### config.mk
export PLATFORM = sky130hd
export DESIGN_NAME = pc_fetch_unit
export DESIGN_NICKNAME = d
export VERILOG_FILES = /design/src/rtl/pc_fetch_unit.sv
export SDC_FILE = /design/constraint.sdc
export NUM_CORES = 1
export LEC_CHECK = 0
export BUFFER_PORTS_ARGS = -buffer_cell sky130_fd_sc_hd__buf_2
export CAP_MARGIN = 20
export CORE_UTILIZATION = 40
export DETAILED_ROUTE_END_ITERATION = 6
export PLACE_DENSITY = 0.62
export SYNTH_ARGS = -nofsm -noshare
export SYNTH_HDL_FRONTEND = slang
export SYNTH_SLANG_ARGS = --single-unit
### constraint.sdc
create_clock -name clk -period 10.35 [get_ports clk]
set_clock_uncertainty 0.2 [all_clocks]
set_input_delay 1.5525 -clock clk [delete_from_list [all_inputs] [get_ports clk]]
set_output_delay 1.5525 -clock clk [all_outputs]
set_load 0.01 [all_outputs]
### src/rtl/pc_fetch_unit.sv
// Program counter and instruction fetch request generator for the 5-stage MIPS pipeline.
// Resolves branches/jumps with a delay slot, holds redirects until the in-flight fetch is accepted.
module pc_fetch_unit #(
   parameter logic [31:0] RESET_VECTOR = 32'hbfc00000,
   parameter logic [31:0] EXC_VECTOR   = 32'hbfc00380,
   parameter int          BTYPE_W      = 4
) (
   input  logic               clk,
   input  logic               resetn,
   input  logic               stall,
   input  logic               br_valid,
   input  logic               is_b,
   input  logic               is_j,
   input  logic               is_jr,
   input  logic               is_link,
   input  logic [BTYPE_W-1:0] b_type,
   input  logic [15:0]        b_offset,
   input  logic [25:0]        j_index,
   input  logic [31:0]        br_pc,
   input  logic [31:0]        rs_value,
   input  logic [31:0]        rt_value,
   input  logic               exc_valid,
   input  logic               eret_valid,
   input  logic [31:0]        epc,
   output logic               inst_req,
   output logic [31:0]        inst_addr,
   input  logic               inst_ack,
   output logic               inst_discard,
   output logic               br_taken,
   output logic [31:0]        link_addr,
   output logic               addr_err,
   output logic               busy
);

   typedef enum logic {RUN, PEND} state_t;

   state_t      state_reg, state_next;
   logic [31:0] pc_reg, pc_next;
   logic [31:0] pend_target_reg, pend_target_next;
   logic        pend_discard_reg, pend_discard_next;
   logic        req_reg, req_next;
   logic        addr_err_reg, addr_err_next;

   logic signed [31:0] rs_signed;
   logic               cond_true;
   logic [31:0]        br_pc_plus4, b_target, j_target;
   logic               accept, take_br;
   logic               ev_valid, ev_discard, ev_misaligned;
   logic [31:0]        ev_target;
   logic               unused_link;

   // link_addr is produced for every control-flow op; is_link only tells decode to write it
   assign unused_link = is_link;

   assign rs_signed   = $signed(rs_value);
   assign br_pc_plus4 = br_pc + 32'd4;
   assign b_target    = br_pc_plus4 + {{14{b_offset[15]}}, b_offset, 2'b00};
   assign j_target    = {br_pc_plus4[31:28], j_index, 2'b00};

   always_comb begin
      cond_true = 1'b0;
      case (b_type)
         BTYPE_W'(0): cond_true = (rs_value == rt_value);
         BTYPE_W'(1): cond_true = (rs_value != rt_value);
         BTYPE_W'(2): cond_true = (rs_signed >= 0);
         BTYPE_W'(3): cond_true = (rs_signed > 0);
         BTYPE_W'(4): cond_true = (rs_signed <= 0);
         BTYPE_W'(5): cond_true = (rs_signed < 0);
         BTYPE_W'(6): cond_true = (rs_signed >= 0);
         BTYPE_W'(7): cond_true = (rs_signed < 0);
         default:     cond_true = 1'b0;
      endcase
   end

   assign br_taken  = br_valid & (is_j | is_jr | (is_b & cond_true));
   assign link_addr = br_pc + 32'd8;

   assign accept  = req_reg & inst_ack;
   assign take_br = br_taken & (state_reg == RUN);

   // Redirect source, highest priority first: exception, ERET, taken branch
   always_comb begin
      ev_valid      = 1'b1;
      ev_target     = EXC_VECTOR;
      ev_discard    = 1'b1;
      ev_misaligned = 1'b0;
      if (exc_valid) begin
         ev_target = EXC_VECTOR;
      end else if (eret_valid) begin
         ev_target     = epc;
         ev_misaligned = |epc[1:0];
      end else if (take_br) begin
         ev_target     = is_jr ? rs_value : (is_j ? j_target : b_target);
         ev_discard    = (pc_reg != br_pc_plus4);
         ev_misaligned = is_jr & (|rs_value[1:0]);
      end else begin
         ev_valid = 1'b0;
      end
   end

   always_comb begin
      state_next        = state_reg;
      pc_next           = pc_reg;
      pend_target_next  = pend_target_reg;
      pend_discard_next = pend_discard_reg;
      addr_err_next     = 1'b0;
      inst_discard      = 1'b0;
      if (ev_valid) begin
         addr_err_next = ev_misaligned;
         if (accept) begin
            // the word accepted now is the one in flight at event time
            inst_discard = ev_discard;
            pc_next      = ev_target;
            state_next   = RUN;
         end else begin
            pend_target_next  = ev_target;
            pend_discard_next = ev_discard;
            state_next        = PEND;
         end
      end else if (accept) begin
         if (state_reg == PEND) begin
            inst_discard = pend_discard_reg;
            pc_next      = pend_target_reg;
            state_next   = RUN;
         end else begin
            pc_next = pc_reg + 32'd4;
         end
      end
      req_next = (req_reg & ~inst_ack) ? 1'b1 : ~stall;
   end

   always_ff @(posedge clk or negedge resetn) begin
      if (!resetn) begin
         state_reg        <= RUN;
         pc_reg           <= RESET_VECTOR;
         pend_target_reg  <= RESET_VECTOR;
         pend_discard_reg <= 1'b0;
         req_reg          <= 1'b0;
         addr_err_reg     <= 1'b0;
      end else begin
         state_reg        <= state_next;
         pc_reg           <= pc_next;
         pend_target_reg  <= pend_target_next;
         pend_discard_reg <= pend_discard_next;
         req_reg          <= req_next;
         addr_err_reg     <= addr_err_next;
      end
   end

   assign inst_req  = req_reg;
   assign inst_addr = pc_reg;
   assign addr_err  = addr_err_reg;
   assign busy      = (state_reg == PEND);

endmodule

# == Yosys cells after proc, flatten, opt, wreduce, memory -nomap -nowiden ==
# Cells that the tools add are included.
# classes
add_sub_neg,4
mul,0
div_mod_pow,0
magnitude_cmp,4
eq_ne,10
shifts,0
mux,28
n_bitwise,12
reduce_logical,7
# ops
op,n
$mux W32,9
$add A32 B3 Y32 const B,2
$ne A32 B32 Y1,2
$add A32 B32 Y32,1
$add A32 B4 Y32 const B,1
$eq A32 B32 Y1,1
$ge A32 B1 Y1 const B,1
$gt A32 B1 Y1 const B,1
$le A32 B1 Y1 const B,1
$lt A32 B1 Y1 const B,1
$mux W1,18
$eq A4 B3 Y1 const B,4
$eq A4 B2 Y1 const B,2
$reduce_or A2 Y1,4
$and A1 B1 Y1,6
$pmux W1 S6,1
$eq A4 B1 Y1 const B,1
$logic_not A4 Y1,1
$not A1 Y1,4
$or A1 B1 Y1,2
$reduce_and A2 Y1,1
$reduce_bool A2 Y1,1
# word_totals
reg_bits,68
latch_bits,0
mem_bits_rw,0
rom_bits,0
output_inout_bits,69
mem_count,0

# == Longest topological paths before layout ==
# Gate-level depths: netlist of run 1.
# logic_depth
ltp_word,12
depth_mapped,18
depth_no_buf,16

# == Worst setup path after synthesis of run 1 ==
# OpenSTA, ideal clock, no wires.
# synth_timing
path_kind,input to output
from,in br_pc[3]
to,out inst_discard
arrival_ns,4.036
slack_ns,4.562
stages,11
n_path_buf,1
path_cell_list,ha_1 -> clkbuf_1 -> nand2_2 -> nor4_4 -> xnor2_1 -> o22ai_1 -> or4_1 -> or4b_1 -> nor4_2 -> or2_1 -> a31oi_1
# synth_via
elab_chain_len,7
# synth_lines
element,line_no,text
from (decl),19,"input logic [31:0] br_pc,"
$add A32 B3 Y32,56,assign br_pc_plus4 = br_pc + 32'd4;
$ne A32 B32 Y1,94,ev_discard = (pc_reg != br_pc_plus4);
$mux W1,92,end else if (take_br) begin
$mux W1,89,end else if (eret_valid) begin
$mux W1,87,if (exc_valid) begin
$mux W1,110,if (accept) begin
$mux W1,108,if (ev_valid) begin
to (decl),28,"output logic inst_discard,"
# Every way passes these cells.

# == Worst setup path after layout of run 1 ==
# layout_timing
from,in br_pc[4]
to,out inst_discard
# The elaborated chain is that of the path after synthesis.

==> out/metrics.csv, run 1 <==
stage;metric;value;unit
synthesis;cell area after synthesis;8631;um2
drt;DRC errors left;0;
critical_path;RR Endpoint;pend_discard_reg;
critical_path;crit path launch;br_pc[4];
power_and_ir_drop;switching pwr;0.0004693;W
critical_path;startpoint type of the worst setup path;input port;
critical_path;reg2reg path depth;8;
timing;Tcrit/Tclk final;66.77;%
timing;final setup fails;0;
power_and_ir_drop;Sw Ratio;40.72;%
drt;DR WL/cell;22.66;um
drt;vias per cell;6.027;
synthesis;Mapped Nets;1383;
power_and_ir_drop;Seq pwr share;32.4;%
clock_tree;CTS Buf Count;9;
hold_path;path type of the worst min-delay path;flip-flop to flip-flop;
synthesis;FFs w/ async S/R, synth;100.0;%
timing;slew margin rel.;34.40;%
clock_tree;TritonCTS Sinks;68;
clock_tree;# H-tree levels;3;
clock_tree;# resized after CTS;0;
clock_tree;Clock Latency Late Sink;340;ps
die;Ports;254;
run;Max Cap Viol;0;
place;# port buffers;252;
global_route;gr ovfl total;0;
global_route;gr usage total;33.14;%
die;die area;22170;um2
finish;design area;10280;um2
finish;antenna cells;0;
critical_path;Critical Path End;inst_discard;
timing;unrepaired setup endpoints after global routing;no;
clock_tree;setup repair bufs after CTS;0;
timing;setup ws final;3439;ps
critical_path;Worst Path Max Fanout;12;
die;Die X;148.9;um
drt;DRT iter0 DRCs;816;
timing;max-slew violations;0;
synthesis;Synth Instances;1158;
global_route;vias in the first global route;9060;
global_route;first-pass GRT wire length;54.61;mm
clock_tree;CTS root buffer;clkbuf_16;
power_and_ir_drop;P per Cell Area;112.1;nW/um2
critical_path;Crit Reg-Reg Startpoint;inst_addr[1];
power_and_ir_drop;power share of the clock group;26.8;%
drt;via count;9830;
synthesis;share of the synthesized area in the top cell type;14.50;%
drt;1st-pass router iterations;5;
critical_path;r2r setup slk;7130;ps
critical_path;critical path type;input port to output pin;
power_and_ir_drop;internal cell power;0.0006832;W
timing;Max Freq;144.7;MHz
finish;area of the multi-input gates;6459;um2
timing;final setup TNS;0;ps
finish;Total Nets Final;1576;
clock_tree;CTS tree;yes;
synthesis;Distinct cells, synth;82;
clock_tree;clock slew at reported path FFs;50;ps
power_and_ir_drop;VDD IR max;0.00007705;V
die;num rows;53;
die;Die H;148.9;um
place;gp weighted congestion;0.9760;
clock_tree;worst-case clock buffer depth;2;
synthesis;Post-synth top flop;dfrtp_1;
drt;final WL;36.95;mm
critical_path;CP arrival;5160;ps
synthesis;register area share after synthesis;19.98;%
finish;fill count;2183;
global_route;antenna violations before repair;0;
finish;area added between synthesis and finish;19.14;%
critical_path;Req. time, crit path;8600;ps
timing;worst-margin pin slew;982.9;ps
place;DP Worst Slack;3515;ps
place;Detail Placement HPWL;29.47;mm
synthesis;number of synthesized flops with an enable pin;0;
synthesis;Synth area leader;dfrtp_1;
power_and_ir_drop;combinational share of power;40.7;%
power_and_ir_drop;Leak;4.495;nW
timing;Final Hold Viols;0;
die;Initial Utilization;40.93;%
critical_path;crit path capture type;output pin;
synthesis;Syn Area/Cell;7.453;um2
synthesis;ranking of synthesized cells by area;dfrtp_1, xor2_1, xnor2_1;
synthesis;count leader, synth;nand2_1;
synthesis;top post-synthesis cells by count;nand2_1, xor2_1, nor2_1;
finish;share of cells above drive strength 1;23.67;%
clock_tree;hold_buf cts;0;
timing;minimum clock period after layout;6911;ps
drt;Final ANT Viol Nets;0;
synthesis;Yosys reg bits;68;
global_route;largest net degree at the start of global routing;69;
run_status;status;finished clean;
place;Placed Area;9983;um2
die;Core ar.;21090;um2
synthesis;Ys Warns;0;
finish;Seq. cell area;1724;um2
==> logic make-up (layout without fill, tap and decap cells) <==
logic type | count (synthesis) | after routing | synth area share, %
and+or+nand+nor | 443 | 443 | 26.05
DFF | 68 | 68 | 19.98
buffers and inverters | 113 | 311 | 5.291
adders and majority gates | 40 | 40 | 5.886
muxes | 22 | 22 | 2.653
xor gates and xnor gates | 158 | 158 | 16.54
AOI/OAI and AO/OA | 314 | 314 | 23.60
==> worst max-delay path, cell delays in order <==
cell	delay, ps
buf_2	230
ha_1	370
nand2_2	200
nor4_4	480
xnor2_1	260
o22ai_1	120
or4_1	390
or4b_1	570
nor4_2	510
or2_1	190
a31oi_1	100
buf_2	180
==> power groups by stage <==
stage / logic, W / clock network, W / registers, W
after floorplan: 0.000286 / 0 / 0.000353
after global placement: 0.000459 / 0 / 0.000377
after detailed placement: 0.000460 / 0 / 0.000377
after CTS: 0.000463 / 0.000310 / 0.000373
after global routing: 0.000511 / 0.000321 / 0.000377
final: 0.000470 / 0.000309 / 0.000374
==> cell usage in the layout, fill, tap and decap left out, types with 15 or more instances in the layout <==
cell type | synthesis | routed
inv_1 | 33 | 33
nand4_1 | 35 | 35
nand2b_1 | 17 | 17
nand2_1 | 129 | 129
nor2_1 | 88 | 88
buf_2 | 11 | 252
xor2_1 | 93 | 93
mux2i_1 | 15 | 15
o211ai_1 | 18 | 18
nor4_1 | 24 | 24
dfrtp_1 | 50 | 50
xnor2_1 | 62 | 62
o21ai_0 | 80 | 80
a21oi_1 | 77 | 77
dfstp_2 | 18 | 18
nor3_1 | 30 | 30
nand3_1 | 44 | 44
ha_1 | 39 | 39
a31oi_1 | 17 | 17
a21o_1 | 19 | 19
==> worst min-delay path by stage <==
stage	to	cells past startpoint	start
finish	pend_target_reg[6]	2	pend_target_reg[6]
global route	pend_target_reg[8]	2	pend_target_reg[8]
CTS	pend_target_reg[31]	2	pend_target_reg[31]
detailed placement	pend_target_reg[7]	2	pend_target_reg[7]
global placement	pend_target_reg[7]	2	pend_target_reg[7]
floorplan	pend_target_reg[7]	2	pend_target_reg[7]
==> through the flow <==
stage | hold WS, ps | utilization, % | instances | total power [W]
2_1_floorplan | 241.9 | - | 1158 | 0.0006382
3_3_place_gp | 256.6 | 47.34 | 1615 | 0.0008353
3_5_place_dp | 264.6 | 47.34 | 1615 | 0.0008376
4_1_cts | 277.7 | 48.76 | 1631 | 0.001146
5_1_grt | 297.3 | 48.76 | 1631 | 0.001209
6_report | 277.9 | 48.76 | 1631 | 0.001153
==> routing by layer <==
metal	GRT usage (%)	wire, um	up-vias	part of all wire (%)
li1	-	-	4613	-
met1	43.95	15510	4610	42
met2	52.00	16370	538	44
met3	6.575	3463	69	9.4
met4	14.39	1608	0	4.4
met5	0	0	-	0
==> area by class of cell <==
cell class	instances	share of cell area, %
Multi-Input combinational cell	977	62.81
Tap cell	275	3.346
Clock buffer	13	2.726
Clock inverter	3	0.1825
Sequential cell	68	16.77
Inverter	34	1.241
Timing Repair Buffer	261	12.92
Power figures use the tool's default switching activity.
==> inputs of run 2 (changes only) <==
PLACE_DENSITY = 0.65   (was 0.62)
clock period = 6.05 ns   (was 10.35 ns; I/O delays follow)
==> out/metrics.csv, run 2 (synthesis gave the netlist of run 1 again) <==
stage;metric;value;unit;change
critical_path;Crit-path slowest cell;or4b_1;;
clock_tree;CTS Buf Count;9;;unchanged
critical_path;r2r setup slk;2910;ps;-4220 ps
timing;final setup TNS;0;ps;unchanged
die;Initial Utilization;40.93;%;unchanged
global_route;gr usage total;33.43;%;+0.29 points
drt;via count;9789;;-0.42%
critical_path;crit path launch;br_pc[4];;
critical_path;cell repeated most along the worst path;buf_2;;
run_status;status;finished clean;;
die;Core ar.;21090;um2;unchanged
die;Die H;148.9;um;unchanged
clock_tree;Clock Latency Late Sink;340;ps;about the same
finish;area added between synthesis and finish;19.83;%;
place;Detail Placement HPWL;29.97;mm;+1.7%
drt;final WL;37.58;mm;+1.7%
die;num rows;53;;unchanged
critical_path;CP arrival;4230;ps;-930 ps
place;# port buffers;252;;unchanged
timing;unrepaired setup endpoints after global routing;no;;
timing;WHS;276.0;ps;-1.875 ps
global_route;antenna violations before repair;0;;unchanged
run;Max Cap Viol;0;;unchanged
power_and_ir_drop;Power Total;0.001961;W;+70%
clock_tree;# H-tree levels;3;;unchanged
critical_path;startpoint type of the worst setup path;input port;;
clock_tree;hold_buf cts;0;;unchanged
finish;share of cells above drive strength 1;23.94;%;+0.27 points
power_and_ir_drop;P per Cell Area;189.6;nW/um2;+69%
critical_path;slowest cell delay on critical path;560;ps;about the same
hold_path;hold path start;pend_target_reg[9];;
global_route;largest net degree at the start of global routing;69;;unchanged
finish;most common cell after layout, fill and taps aside;buf_2;;
clock_tree;worst-case clock buffer depth;2;;unchanged
critical_path;critical path type;input port to output pin;;
timing;slew margin rel.;34.25;%;-0.15 points
finish;commonest cells after routing, fill and taps aside;buf_2, nand2_1, xor2_1, nor2_1, o21ai_0;;
timing;Max Freq;187.5;MHz;
timing;minimum clock period after layout;5334;ps;
finish;Finished Core Util;49.04;%;+0.28 points
drt;1st-pass router iterations;6;;+1
critical_path;crit path capture type;output pin;;
critical_path;worst path cell trace;buf_2 > ha_1 > nand2_2 > nor4_4 > xnor2_1 > o22ai_1 > or4_1 > or4b_1 > nor4_2 > or2_1 > a31oi_1 > buf_2;;
hold_path;path type of the worst min-delay path;flip-flop to flip-flop;;
power_and_ir_drop;Leak;4.532;nW;+0.84%
timing;max-slew violations;0;;unchanged
clock_tree;CTS tree;yes;;
finish;Total Nets Final;1586;;+0.63%
critical_path;Crit Reg-Reg Startpoint;inst_addr[3];;
timing;Final Hold Viols;0;;unchanged
timing;final setup fails;0;;unchanged
clock_tree;# resized after CTS;0;;unchanged
power_and_ir_drop;VDD IR max;0.0001303;V;+69%
die;die area;22170;um2;unchanged
clock_tree;clock slew at reported path FFs;50;ps;about the same
clock_tree;TritonCTS Sinks;68;;unchanged
hold_path;Hold Path End;pend_target_reg[9];;
global_route;first-pass GRT wire length;54.72;mm;+0.20%
timing;Tcrit/Tclk final;88.16;%;
critical_path;Worst Path Max Fanout;12;;unchanged
drt;DR WL/cell;22.90;um;+1.1%
die;Ports;254;;unchanged
finish;antenna cells;0;;unchanged
global_route;gr ovfl total;0;;unchanged
hold_path;hold path cells;2;;unchanged
drt;DRC errors left;0;;unchanged
critical_path;Req. time, crit path;4940;ps;-3660 ps
place;gp weighted congestion;0.9525;;-2.4%
die;Die X;148.9;um;unchanged
drt;Final ANT Viol Nets;0;;unchanged
clock_tree;CTS root buffer;clkbuf_16;;
finish;fill count;2197;;+0.64%
clock_tree;setup repair bufs after CTS;0;;unchanged
drt;vias per cell;5.965;;-1.0%
timing;worst-margin pin slew;985.1;ps;+2.187 ps
drt;DRT iter0 DRCs;897;;+9.9%
critical_path;RR Endpoint;inst_addr[30];;
critical_path;reg2reg path depth;10;;+2
global_route;vias in the first global route;9039;;-0.23%
-- run 2: per-stage QoR --
step,cells,instance area (um2),worst slack (ps)
final,1641,10340,716.1
after global routing,1641,10340,562.9
after CTS,1641,10340,736.8
after detailed placement,1625,10060,730.5
after global placement,1625,10060,767.9
after floorplan,1158,8631,1426
-- run 2: worst max-delay path by stage --
stage / endpoint / slack (ps) / cells after the start
2_1_floorplan: inst_addr[27] / 1430 / 15
3_3_place_gp: inst_discard / 770 / 12
3_5_place_dp: inst_addr[30] / 730 / 16
4_1_cts: inst_discard / 740 / 12
5_1_grt: inst_discard / 560 / 12
6_report: inst_discard / 720 / 12
-- run 2: final cells by class --
cell class / instances / area [um2] / share of cell area, %
flip-flops and latches: 68 / 1724 / 16.67
clock buffers: 15 / 279.0 / 2.698
multi-input cells: 977 / 6459 / 62.45
repair buffers: 271 / 1404 / 13.57
well taps: 275 / 344.1 / 3.327
clock inverters: 1 / 5.005 / 0.04839
inverters: 34 / 127.6 / 1.234
-- run 2: critical path, delay by kind of cell --
kind / cells / cell delay (ps)
compound gates: 2 / 240
simple gates: 6 / 2160
buf+inv: 2 / 430
xor+xnor: 1 / 250
fa+ha+maj: 1 / 230
-- run 2: per-layer routing --
| layer | track usage [%] | routed length (um) | vias to the layer above |
|---|---|---|---|
| met3 | 7.034 | 3705 | 72 |
| met2 | 52.23 | 16690 | 559 |
| li1 | - | - | 4636 |
| met5 | 0 | 0 | - |
| met4 | 13.72 | 1493 | 0 |
| met1 | 44.56 | 15690 | 4522 |
-- run 2: power by group --
part	leakage (nW)	internal (W)	switching, W
Clock	0.139	0.000314	0.000197
Combinational	3.59	0.000323	0.000486
Sequential	0.804	0.000528	0.000114
Total	4.53	0.00116	0.000796
==> inputs of run 3 (changes only) <==
RECOVER_POWER = 100   (was not set)
==> out/metrics.csv, run 3 (synthesis gave the netlist of run 1 again) <==
stage;metric;value;unit;change
run_status;violated checks;capacitance limit, slew limit;;
clock_tree;CTS tree;yes;;
drt;DRT iter0 DRCs;793;;-12%
drt;via count;9816;;+0.28%
die;num rows;53;;unchanged
global_route;first-pass GRT wire length;54.72;mm;unchanged
critical_path;Crit Reg-Reg Startpoint;busy;;
timing;Max Freq;174.7;MHz;-6.8%
place;Detail Placement HPWL;29.97;mm;unchanged
timing;final setup TNS;0;ps;unchanged
finish;fill count;2243;;+2.1%
drt;final WL;37.61;mm;about the same
clock_tree;clock slew at reported path FFs;50;ps;about the same
timing;max-slew violations;212;;+212
die;Ports;254;;unchanged
clock_tree;hold_buf cts;0;;unchanged
timing;unrepaired setup endpoints after global routing;no;;
power_and_ir_drop;P per Cell Area;190.8;nW/um2;+0.62%
critical_path;Req. time, crit path;4940;ps;about the same
global_route;gr usage total;33.43;%;unchanged
power_and_ir_drop;VDD IR max;0.0001286;V;-1.3%
timing;final setup fails;0;;unchanged
finish;most common cell after layout, fill and taps aside;buf_2;;
drt;DR WL/cell;22.92;um;about the same
critical_path;critical path type;input port to output pin;;
clock_tree;TritonCTS Sinks;68;;unchanged
die;Core ar.;21090;um2;unchanged
global_route;antenna violations before repair;0;;unchanged
drt;DRC errors left;0;;unchanged
run;Max Cap Viol;5;;+5
place;gp weighted congestion;0.9525;;unchanged
drt;vias per cell;5.982;;+0.28%
hold_path;path type of the worst min-delay path;flip-flop to flip-flop;;
critical_path;crit path capture type;output pin;;
die;Initial Utilization;40.93;%;unchanged
finish;area of the multi-input gates;6431;um2;-0.43%
critical_path;worst path cell trace;clkbuf_1 > ha_1 > buf_4 > inv_1 > nor3_1 > and2_0 > o22ai_1 > or4_1 > or4b_1 > nor4_2 > or2_1 > a31oi_1 > buf_2;;
power_and_ir_drop;Leak;4.318;nW;-4.7%
critical_path;slowest cell delay on critical path;560;ps;about the same
global_route;largest net degree at the start of global routing;69;;unchanged
finish;Total Nets Final;1586;;unchanged
die;Die H;148.9;um;unchanged
critical_path;startpoint type of the worst setup path;input port;;
timing;Tcrit/Tclk final;94.59;%;+6.4 points
finish;share of cells above drive strength 1;18.16;%;-5.8 points
clock_tree;# H-tree levels;3;;unchanged
critical_path;Crit-path slowest cell;or4b_1;;
finish;Finished Core Util;48.40;%;-0.65 points
clock_tree;Clock Latency Late Sink;340;ps;about the same
finish;antenna cells;0;;unchanged
clock_tree;CTS Buf Count;9;;unchanged
timing;minimum clock period after layout;5723;ps;+388.6 ps
critical_path;Worst Path Max Fanout;12;;unchanged
finish;Seq. cell area;1724;um2;unchanged
finish;commonest cells after routing, fill and taps aside;buf_2, nand2_1, xor2_1, nor2_1, o21ai_0;;
die;die area;22170;um2;unchanged
clock_tree;# resized after CTS;0;;unchanged
timing;WHS;277.0;ps;+0.9410 ps
hold_path;hold path start;pend_target_reg[9];;
clock_tree;CTS root buffer;clkbuf_16;;
drt;Final ANT Viol Nets;0;;unchanged
timing;Final Hold Viols;0;;unchanged
clock_tree;worst-case clock buffer depth;2;;unchanged
clock_tree;setup repair bufs after CTS;0;;unchanged
die;Die X;148.9;um;unchanged
drt;1st-pass router iterations;5;;-1
timing;slew margin rel.;-156.6;%;-190 points
finish;area added between synthesis and finish;18.25;%;
global_route;gr ovfl total;0;;unchanged
critical_path;crit path launch;br_pc[3];;
place;# port buffers;252;;unchanged
run_status;status;complete, but fails checks;;
timing;worst-margin pin slew;3850;ps;+2864 ps
critical_path;CP arrival;4620;ps;+390 ps
global_route;vias in the first global route;9039;;unchanged
==> run 3: path summary, 6_finish.rpt <==
check                                            to  slack, ps  depth (start not counted)
worst max-delay path                   inst_discard        330                         13
max in group asynchronous                      busy       1690                          2
min in group asynchronous              inst_addr[6]       1810                          2
worst min register to register   pend_target_reg[9]        280                          2
worst min-delay path             pend_target_reg[9]        280                          2
worst max register to register  pend_target_reg[14]       2020                          6
==> run 3: report_power, final <==
group / internal (W) / total [W] / leakage, nW / switching, W
Combinational: 0.000311 / 0.000797 / 3.38 / 0.000486
Clock: 0.000314 / 0.000510 / 0.139 / 0.000196
Sequential: 0.000525 / 0.000640 / 0.799 / 0.000115
==> run 3: routing by layer <==
metal	track usage (%)	share of wire [%]
met1	44.56	42
met2	52.23	44
met3	7.034	9.5
met4	13.72	4.0
met5	0	0
==> run 3: worst max-delay path: cells and delay by family <==
kind / cells / cell delay, ps
AO/OA/AOI/OAI: 2 / 260
adder cells (fa/ha/maj): 1 / 270
AND/OR/NAND/NOR: 6 / 2370
buffers and inverters: 4 / 780
==> run 3: layout make-up <==
type	count	share of cell area, %
clock inverters	1	0.04904
multi-input cells	977	63.01
flip-flops and latches	68	16.89
repair buffers	271	12.69
well taps	275	3.371
inverters	34	1.250
clock buffers	15	2.734
==> run 3: through the flow <==
step | area, um2 | std cells | total power, W | setup slack, ps
after floorplan | 8631 | 1158 | 0.001092 | 1426
after global routing | 10210 | 1641 | 0.002039 | 296.1
final | 10210 | 1641 | 0.001947 | 327.4
after CTS | 10340 | 1641 | 0.001950 | 736.8
after detailed placement | 10060 | 1625 | 0.001440 | 730.5
after global placement | 10060 | 1625 | 0.001437 | 767.9
